<file path="src/rtl/lifo_stack_pkg.sv">
// Shared types for the LIFO operand stack: command priority encoding and count sizing.
package lifo_stack_pkg;

  typedef enum logic [2:0] {
    CMD_NONE,
    CMD_REPLACE,
    CMD_PUSH,
    CMD_POP,
    CMD_SWAP,
    CMD_TOS
  } cmd_e;

  function automatic int cnt_width(input int depth);
    return $clog2(depth + 1);
  endfunction

endpackage

</file>
<file path="src/rtl/lifo_stack_regfile.sv">
// WIDTH x DEPTH storage with asynchronous reads of the top (and second) entry.
// With LIFO_STACK_SWAP_EN defined, a second read/write port supports swap-top-two.
module lifo_stack_regfile
  import lifo_stack_pkg::*;
#(
  parameter int WIDTH = 8,
  parameter int DEPTH = 128,
  localparam int AW = $clog2(DEPTH)
) (
  input  logic             clk,
  input  logic             we,
  input  logic [AW-1:0]    waddr,
  input  logic [WIDTH-1:0] wdata,
`ifdef LIFO_STACK_SWAP_EN
  input  logic             we2,
  input  logic [AW-1:0]    waddr2,
  input  logic [WIDTH-1:0] wdata2,
  input  logic [AW-1:0]    rd_sec_addr,
  output logic [WIDTH-1:0] rd_sec,
`endif
  input  logic [AW-1:0]    rd_top_addr,
  output logic [WIDTH-1:0] rd_top
);

  // Storage is deliberately not reset; validity is tracked by the count register.
  logic [WIDTH-1:0] mem_q [DEPTH];

  always_ff @(posedge clk) begin
    if (we) mem_q[waddr] <= wdata;
`ifdef LIFO_STACK_SWAP_EN
    if (we2) mem_q[waddr2] <= wdata2;
`endif
  end

  assign rd_top = mem_q[rd_top_addr];
`ifdef LIFO_STACK_SWAP_EN
  assign rd_sec = mem_q[rd_sec_addr];
`endif

endmodule

</file>
<file path="src/rtl/lifo_stack.sv">
// Parametrised LIFO operand stack with status, overflow/underflow detection and replace-top.
// Optional swap-top-two command is enabled by defining LIFO_STACK_SWAP_EN.
module lifo_stack
  import lifo_stack_pkg::*;
#(
  parameter int WIDTH = 8,
  parameter int DEPTH = 128,
  localparam int CNT_W = cnt_width(DEPTH)
) (
  input  logic             clk,
  input  logic             rst,
  input  logic [WIDTH-1:0] d_in,
  input  logic             push,
  input  logic             pop,
  input  logic             tos,
  input  logic             swap,
  input  logic             clr_err,
  output logic [WIDTH-1:0] d_out,
  output logic             d_valid,
  output logic [CNT_W-1:0] count,
  output logic             full,
  output logic             empty,
  output logic             ovf,
  output logic             udf,
  output logic             err
);

  localparam int AW = $clog2(DEPTH);
  localparam logic [CNT_W-1:0] CNT_MAX = CNT_W'(DEPTH);
  localparam logic [CNT_W-1:0] CNT_ONE = CNT_W'(1);

  logic [CNT_W-1:0] count_q, count_d;
  logic [WIDTH-1:0] dout_q, dout_d;
  logic             dvalid_q, dvalid_d;
  logic             ovf_q, ovf_d;
  logic             udf_q, udf_d;
  logic             err_q, err_d;

  cmd_e             cmd;
  logic             we;
  logic [AW-1:0]    waddr;
  logic [WIDTH-1:0] wdata;
  logic [AW-1:0]    top_addr;
  logic [AW-1:0]    push_addr;
  logic [WIDTH-1:0] rd_top;

  assign full  = (count_q == CNT_MAX);
  assign empty = (count_q == '0);

  // Clamp the top pointer at 0 so an empty stack never indexes outside the array.
  assign top_addr  = empty ? '0 : AW'(count_q - CNT_ONE);
  assign push_addr = AW'(count_q);

`ifdef LIFO_STACK_SWAP_EN
  logic             we2;
  logic [AW-1:0]    sec_addr;
  logic [WIDTH-1:0] rd_sec;

  assign sec_addr = (count_q < CNT_W'(2)) ? '0 : AW'(count_q - CNT_W'(2));
`else
  logic unused_swap;
  assign unused_swap = swap;
`endif

  always_comb begin
    cmd = CMD_NONE;
    if (push && pop)  cmd = CMD_REPLACE;
    else if (push)    cmd = CMD_PUSH;
    else if (pop)     cmd = CMD_POP;
`ifdef LIFO_STACK_SWAP_EN
    else if (swap)    cmd = CMD_SWAP;
`endif
    else if (tos)     cmd = CMD_TOS;
  end

  always_comb begin
    count_d  = count_q;
    dout_d   = dout_q;
    dvalid_d = 1'b0;
    ovf_d    = 1'b0;
    udf_d    = 1'b0;
    we       = 1'b0;
    waddr    = top_addr;
    wdata    = d_in;
`ifdef LIFO_STACK_SWAP_EN
    we2      = 1'b0;
`endif
    case (cmd)
      CMD_REPLACE: begin
        we = 1'b1;
        if (empty) begin
          count_d = CNT_ONE;
          udf_d   = 1'b1;
        end else begin
          dout_d   = rd_top;
          dvalid_d = 1'b1;
        end
      end
      CMD_PUSH: begin
        if (full) begin
          ovf_d = 1'b1;
        end else begin
          we      = 1'b1;
          waddr   = push_addr;
          count_d = count_q + CNT_ONE;
        end
      end
      CMD_POP: begin
        if (empty) begin
          udf_d = 1'b1;
        end else begin
          dout_d   = rd_top;
          dvalid_d = 1'b1;
          count_d  = count_q - CNT_ONE;
        end
      end
`ifdef LIFO_STACK_SWAP_EN
      CMD_SWAP: begin
        if (count_q >= CNT_W'(2)) begin
          we    = 1'b1;
          wdata = rd_sec;
          we2   = 1'b1;
        end else begin
          udf_d = 1'b1;
        end
      end
`endif
      CMD_TOS: begin
        if (empty) begin
          udf_d = 1'b1;
        end else begin
          dout_d   = rd_top;
          dvalid_d = 1'b1;
        end
      end
      default: ;
    endcase
    // A fault arriving with clr_err wins so it is never lost.
    err_d = (err_q & ~clr_err) | ovf_d | udf_d;
  end

  lifo_stack_regfile #(
    .WIDTH (WIDTH),
    .DEPTH (DEPTH)
  ) u_regfile (
    .clk         (clk),
    .we          (we),
    .waddr       (waddr),
    .wdata       (wdata),
`ifdef LIFO_STACK_SWAP_EN
    .we2         (we2),
    .waddr2      (sec_addr),
    .wdata2      (rd_top),
    .rd_sec_addr (sec_addr),
    .rd_sec      (rd_sec),
`endif
    .rd_top_addr (top_addr),
    .rd_top      (rd_top)
  );

  always_ff @(posedge clk) begin
    if (!rst) begin
      count_q  <= '0;
      dout_q   <= '0;
      dvalid_q <= 1'b0;
      ovf_q    <= 1'b0;
      udf_q    <= 1'b0;
      err_q    <= 1'b0;
    end else begin
      count_q  <= count_d;
      dout_q   <= dout_d;
      dvalid_q <= dvalid_d;
      ovf_q    <= ovf_d;
      udf_q    <= udf_d;
      err_q    <= err_d;
    end
  end

  assign count   = count_q;
  assign d_out   = dout_q;
  assign d_valid = dvalid_q;
  assign ovf     = ovf_q;
  assign udf     = udf_q;
  assign err     = err_q;

endmodule

</file>
<file path="config.mk">
export PLATFORM = sky130hd
export DESIGN_NAME = lifo_stack
export DESIGN_NICKNAME = d
export VERILOG_FILES = /design/src/rtl/lifo_stack_pkg.sv /design/src/rtl/lifo_stack_regfile.sv /design/src/rtl/lifo_stack.sv
export SDC_FILE = /design/constraint.sdc
export NUM_CORES = 1
export LEC_CHECK = 0
export BUFFER_PORTS_ARGS = -buffer_cell sky130_fd_sc_hd__buf_2
export CAP_MARGIN = 10
export CORE_MARGIN = 2
export CORE_UTILIZATION = 63
export DETAILED_ROUTE_END_ITERATION = 10
export MAX_ROUTING_LAYER = met4
export PLACE_DENSITY = 0.79
export SYNTH_ARGS = -nofsm -noshare
export SYNTH_HDL_FRONTEND = slang
export SYNTH_SLANG_ARGS = --single-unit
</file>
<file path="constraint.sdc">
create_clock -name clk -period 5.18 [get_ports clk]
set_input_delay 0.518 -clock clk [delete_from_list [all_inputs] [get_ports clk]]
set_output_delay 0.518 -clock clk [all_outputs]
set_load 0.05 [all_outputs]
</file>
==> results of run 1 <==
==> synthesized netlist by cell type, types with 6 or more instances <==
| cell type | instances |
|---|---|
| edfxtp_1 | 1024 |
| nand2_1 | 320 |
| nor2_1 | 190 |
| a21oi_1 | 188 |
| o21ai_0 | 119 |
| mux2i_1 | 105 |
| buf_2 | 96 |
| nand3_1 | 91 |
| mux2_2 | 69 |
| clkbuf_1 | 67 |
| a31oi_1 | 49 |
| mux4_2 | 44 |
| a22oi_1 | 40 |
| a221oi_1 | 32 |
| o22ai_1 | 31 |
| o211ai_1 | 25 |
| and3_1 | 21 |
| nor3_1 | 21 |
| dfxtp_1 | 20 |
| nor2b_1 | 17 |
| a221o_1 | 16 |
| o221ai_1 | 16 |
| buf_1 | 15 |
| a211oi_1 | 14 |
| nor4_1 | 14 |
| a2111oi_0 | 12 |
| a22o_1 | 12 |
| o31ai_1 | 11 |
| a2bb2oi_1 | 9 |
| o21ai_1 | 8 |
| inv_1 | 7 |
| o311ai_0 | 7 |
| a31o_2 | 6 |
| a32oi_1 | 6 |
| and2_1 | 6 |
| buf_4 | 6 |
| ha_1 | 6 |
| o21a_1 | 6 |
==> layer usage <==
layer	global-route usage [%]	vias up	wire length (um)
met3	8.02	368	14100
met5	-	-	0
met4	16.1	0	5960
met1	44.1	13020	40500
li1	-	11073	-
met2	50.6	1973	52700
==> final timing paths <==
kind	start	endpoint	slack, ns	cells after the start
max reg2reg	count[1]	u_regfile.mem_q[122][1]	0.55	9
max	count[1]	u_regfile.mem_q[122][1]	0.55	9
min reg2reg	d_out[3]	d_out[3]	0.51	2
min	clr_err	err	0.22	4
==> state kept, by name, indices dropped and copies added, names as in the netlist <==
signal / flops
err: 1
udf: 1
ovf: 1
count: 8
d_valid: 1
d_out: 8
u_regfile.mem_q: 1024
==> logic make-up (layout without fill, tap and decap cells) <==
logic type               after synthesis  in the layout  share of synthesized area [%]
AND/OR/NAND/NOR                      698            698                           7.07
AO/OA/AOI/OAI                        643            643                           9.91
flip-flops                          1044           1044                           73.9
XOR/XNOR                               8              8                          0.184
adder cells (fa/ha/maj)                6              6                          0.178
buffers and inverters                196            306                           2.12
multiplexers                         218            218                           6.68
==> cell usage in the layout (no fill, tap or decap), drive strengths merged, types with 12 or more instances in the layout <==
cell,count
a31oi,49
nand2,320
dfxtp,20
o221ai,16
nor2b,17
clkinv,44
nor2,191
o22ai,31
a22o,12
nor4,15
nor3,21
o211ai,26
a22oi,40
nand3,91
a211oi,14
and3,21
a221oi,32
clkbuf,134
edfxtp,1024
a221o,16
a21oi,189
buf,113
mux2,69
o21ai,129
mux2i,105
a2111oi,12
mux4,44
==> power groups by stage <==
stage	Combinational (mW)	Clock (mW)	Sequential, mW
after CTS	6.23	7.00	9.46
after floorplan	3.76	0	9.71
final	6.44	6.98	9.46
after global routing	6.69	7.33	9.46
after global placement	6.04	0	9.63
after detailed placement	6.18	0	9.64
==> through the flow <==
stage,hold slack (ns),instance area (um^2),total power [mW]
after floorplan,0.617,42200,13.5
after global placement,0.491,43400,15.7
after detailed placement,0.497,43400,15.8
after CTS,0.190,46500,22.7
after global routing,0.197,46500,23.5
final,0.219,46500,22.9
==> cell type report <==
| cell class | count | area (um^2) |
|---|---|---|
| Sequential cell | 1044 | 31200 |
| Fill cell | 4094 | 19500 |
| Multi-Input combinational cell | 1573 | 10200 |
| Clock buffer | 134 | 2730 |
| Tap cell | 864 | 1080 |
| Timing Repair Buffer | 113 | 868 |
| Clock inverter | 49 | 387 |
| Inverter | 10 | 37.5 |
==> critical path, stage by stage (launching register included) <==
cell and delay [ns]:
dfxtp_1 0.70, inv_1 0.18, ha_2 0.23, and3_1 0.23
and2_1 0.27, nand2b_1 0.38, a21boi_0 0.42, nand2_1 0.68
buf_4 0.47, nor2_1 0.67
==> run summary, run 1 <==
Least-Margin Pin Slew = 1.29 ns
Clk_lat worst skew = 0.66 ns
Final hold vios = 0
Setup Viol. Count Final = 0
DRT iter0 DRCs = 4204
Slew margin rel. = 13.4%
First-pass GRT wire length = 166000 um
Share of Yosys cell area claimed by the top area cell type = 72.9%
I/O pins = 37
Post-CTS Hold Buffers = 0
Power per Cell Area = 492 nW/um^2
Critical path peak fanout = 13
Worst hold-check path type = input pin to flop
Syn Nets = 2834
Clock Skew = 0.0258 ns
GR Overflow Total = 0
NumNets Final = 2864
CTS Buf Count = 101
Synth Instances = 2813
DIE HEIGHT = 263 um
Post-synth top area cell = edfxtp_1
H-tree levels = 3
Distinct cells, synth = 73
Clock buffer depth = 3
Clock Sinks = 1044
Synthesized cell area = 42200 um^2
CTS root buffer = clkbuf_16
Routability congestion estimate from global placement = 0.955
Part of the Yosys area used for sequential elements = 73.9%
Area delta synth->final = 10.2%
Core Box Area = 66000 um^2
Vias in the first global route = 25849
Final setup margin = 0.553 ns
Outcome = finished clean
CTS tree = done
Placed Instances = 3604
Number of enable flip-flop cells after synthesis = 1024
Max Cap Viol = 0
CP Data Arrival Time = 4.90 ns
Max rail drop VDD = 488 uV
Clock network power share = 30.5%
Mean Syn Cell Area = 15.0 um^2
Via count = 26434
Core Rows = 94
Final Util = 70.5%
Initial Util = 63.9%
P_leak = 14.9 nW
Clk slew on worst S/H paths = 0.06 ns
Remaining antenna violation count = 0
Die W = 263 um
Worst path required time = 5.45 ns
Crit Path Category = flop to flop
Drt pass-1 iters = 6
Tmin final = 4.63 ns
Pre-CTS setup slack = 0.767 ns
Synth top area cells = edfxtp_1 (73%), nand2_1 (2.8%), mux2i_1 (2.5%)
Main synth FF type = edfxtp_1
Remaining DRCs = 0
CTS-repair resized insts = 0
Final period util = 89.3%
Combinational share of power = 28.1%
Ant diodes = 0
Unrepaired setup endpoints after global routing = no
Setup bufs post-CTS = 0
Internal = 15.3 mW
NetSw = 7.63 mW
Post-route non-filler standard cell count = 3787
Detailed Place HPWL = 68400 um
Yosys warning total = 0
Sw frac = 33.3%
Setup Total Neg Slack = 0 ns
Synth Register Bits = 1044
Vias per cell = 6.98
Synth async-reset ratio = 0%
F_max = 216 MHz
WL final = 113000 um
PortBufs = 35
Part of the power in registers = 41.4%
WL/cell = 29.9 um
Total GRT Usage = 33.8%
CP Capture Type = flop
Final slew viol count = 0
Die area = 69000 um^2
Share of cells above drive strength 1 = 13.7%
Startpoint class of the critical path = flop
Initial antenna violation count = 0
Largest net degree at the start of global routing = 148
Note: power is estimated with default switching activity, not from simulation.
==> run 2, diff against run 1 <==
==> constraint.sdc (replaced) <==
create_clock -name clk -period 5.2 [get_ports clk]
set_input_delay 0.52 -clock clk [delete_from_list [all_inputs] [get_ports clk]]
set_output_delay 0.52 -clock clk [all_outputs]
set_load 0.05 [all_outputs]
==> run 2 against run 1 <==
Cell count about the same. First-iteration DRC count up 0.24%. Wire length shrank 0.18%. Sequential power hardly changed. Non-clock buffer count fell by 5. Largest cell class unchanged. Maximum frequency down 1.3%. Critical path type unchanged. Sequential cell count stayed put. Clock power is 4.7% higher. Clock skew is 0.0042 ns higher. Combinational power down 0.9%. Die area is the same. Register-to-register slack got worse by 0.04 ns.
==> run summary, run 2 (synthesis results as in run 1) <==
Outcome = finished clean
Largest net degree at the start of global routing = 135 (-8.8%)
Hold path startpoint = rst
Crit Path Category = flop to flop
P_leak = 14.9 nW (+0.36%)
Area delta synth->final = 10.6%
Final period util = 90.1% (+0.81 points)
Commonest non-fill, non-tap cell in the layout = edfxtp_1
Slowest library cell on the worst path = nor2_1
Sw frac = 33.0% (-0.31 points)
H-tree levels = 3 (unchanged)
Clk slew on worst S/H paths = 0.06 ns (about the same)
Max reg flops = 1024 (unchanged)
CP Data Arrival Time = 4.97 ns (+0.07 ns)
NumNets Final = 2858 (-0.21%)
Ant diodes = 0 (unchanged)
Clk_lat worst skew = 0.67 ns (about the same)
Final setup margin = 0.513 ns (-0.0399 ns)
Power per Cell Area = 495 nW/um^2 (+0.70%)
Worst R2R End = u_regfile.mem_q[10][2]
Slew margin rel. = 18.6% (+5.1 points)
Clock Sinks = 1044 (unchanged)
Max Cap Viol = 0 (unchanged)
F_max = 213 MHz (-1.3%)
Die area = 69000 um^2 (unchanged)
Dpl cell area = 43400 um^2 (about the same)
Final slew viol count = 0 (unchanged)
Initial Util = 63.9% (unchanged)
Final instance area = 46600 um^2 (+0.32%)
Startpoint class of the critical path = flop
Via count = 26428 (-0.023%)
Combinational share of power = 27.6% (-0.5 points)
Worst R2R Setup Slack = 0.51 ns (-0.04 ns)
Die W = 263 um (unchanged)
Vias per cell = 6.98 (about the same)
Part of the power in registers = 40.8% (-0.6 points)
Hold Path End = count[0]
Max rail drop VDD = 382 uV (-22%)
WL/cell = 29.9 um (-0.10%)
Setup bufs post-CTS = 0 (unchanged)
Vias in the first global route = 25687 (-0.63%)
Internal = 15.5 mW (+1.5%)
Setup Total Neg Slack = 0 ns (unchanged)
Unrepaired setup endpoints after global routing = no
Share of cells above drive strength 1 = 13.7% (+0.014 points)
GR Overflow Total = 0 (unchanged)
FF-to-FF Start = count[1]
Critical Path Max Stage Delay = 0.85 ns (+0.15 ns)
DRT iter0 DRCs = 4214 (+0.24%)
First-pass GRT wire length = 165000 um (-0.20%)
Remaining antenna violation count = 0 (unchanged)
Final Util = 70.7% (+0.23 points)
WL final = 113000 um (-0.18%)
CP Capture Type = flop
Clock buffer depth = 3 (unchanged)
Tmin final = 4.69 ns (+0.0599 ns)
Worst hold-check path type = input pin to flop
Fill cells = 4015 (-1.9%)
DIE HEIGHT = 263 um (unchanged)
Largest Register = u_regfile.mem_q
CTS-repair resized insts = 0 (unchanged)
CTS tree = done
Remaining DRCs = 0 (unchanged)
Worst path required time = 5.48 ns (+0.03 ns)
I/O pins = 37 (unchanged)
Critical path peak fanout = 13 (unchanged)
Core Box Area = 66000 um^2 (unchanged)
Design Power = 23.1 mW (+1.0%)
Core Rows = 94 (unchanged)
Commonest cells after routing, fill and taps aside = edfxtp_1 (1024), nand2_1 (320), nor2_1 (189)
CP cell instances = inv_1 -> ha_1 -> nor3b_1 -> xnor2_1 -> nor2_1 -> a22o_1 -> nor2_1 -> nand2_1 -> nor2_1
Initial antenna violation count = 0 (unchanged)
Least-Margin Pin Slew = 1.21 ns (-0.0810 ns)
R2r worst-path depth = 9 (unchanged)
Total GRT Usage = 33.6% (-0.20 points)
Post-CTS Hold Buffers = 0 (unchanged)
Drt pass-1 iters = 9 (+3)
NetSw = 7.63 mW (about the same)
Detailed Place HPWL = 67700 um (-1.1%)
Setup Viol. Count Final = 0 (unchanged)
CTS Buf Count = 100 (-0.99%)
Worst Hold Path Cells = 2 (-2)
Final hold vios = 0 (unchanged)
Routability congestion estimate from global placement = 0.954 (-0.13%)
CTS root buffer = clkbuf_16
PortBufs = 35 (unchanged)
Most used cell, CP = nor2_1
Pre-CTS setup slack = 0.738 ns (-0.0290 ns)
Clock network power share = 31.6% (+1.1 points)
Clock Skew = 0.0300 ns (+0.00422 ns)
## run 2: cell count changes in the layout (fill, tap and decap cells not counted)
cell / change
bufinv_16: +8
clkbuf_1: -7
buf_4: -6
clkinv_1: +4
clkbuf_8: -3
clkbuf_16: -2
clkinv_2: -2
clkinv_4: +2
clkinv_8: +2
clkinvlp_4: +2
inv_6: -2
buf_12: +1
## run 2: how the worst max path moves through the flow
| stage | startpoint | endpoint |
|---|---|---|
| finish | count[1] | u_regfile.mem_q[10][2] |
| global route | count[1] | u_regfile.mem_q[10][2] |
| CTS | count[1] | u_regfile.mem_q[10][2] |
| detailed placement | count[1] | u_regfile.mem_q[10][6] |
| global placement | count[1] | u_regfile.mem_q[10][6] |
| floorplan | count[0] | u_regfile.mem_q[109][0] |
## run 2: layout make-up
class,instances,area [um^2],area share (%)
clock inverters,63,679,1.46
well taps,864,1080,2.32
clock buffers,122,2620,5.61
flip-flops and latches,1044,31200,66.8
multi-input cells,1573,10200,21.9
inverters,10,37.5,0.0805
repair buffers,108,843,1.81
## run 2: power groups by stage
stage / registers (mW) / clock network [mW] / logic [mW]
3_5_place_dp: 9.60 / 0 / 6.12
6_report: 9.43 / 7.31 / 6.38
4_1_cts: 9.42 / 7.31 / 6.19
5_1_grt: 9.43 / 7.63 / 6.63
2_1_floorplan: 9.67 / 0 / 3.75
3_3_place_gp: 9.59 / 0 / 5.99
## run 2: per-stage QoR
step                      instances  hold WS [ns]
after floorplan                2813         0.619
after global placement         3599         0.493
after detailed placement       3599         0.509
after CTS                      3784         0.235
after global routing           3784         0.256
final                          3784         0.262
## run 2: metal layers
metal  track usage [%]  vias to the layer above  share of wire, %
met3              6.88                      376                12
met4              14.7                        0               5.2
met5                 -                        -                 0
met1              44.7                    12986                36
li1                  -                    11049                 -
met2              50.8                     2017                47
## run 2: critical path, delay by kind of cell (launching register included)
kind                       cells  cell delay, ns
and+or+nand+nor                5            2.18
AOI/OAI and AO/OA              1            0.30
buffers and inverters          1            0.16
DFF                            1            0.63
adders and majority gates      1            0.39
xor gates and xnor gates       1            0.65
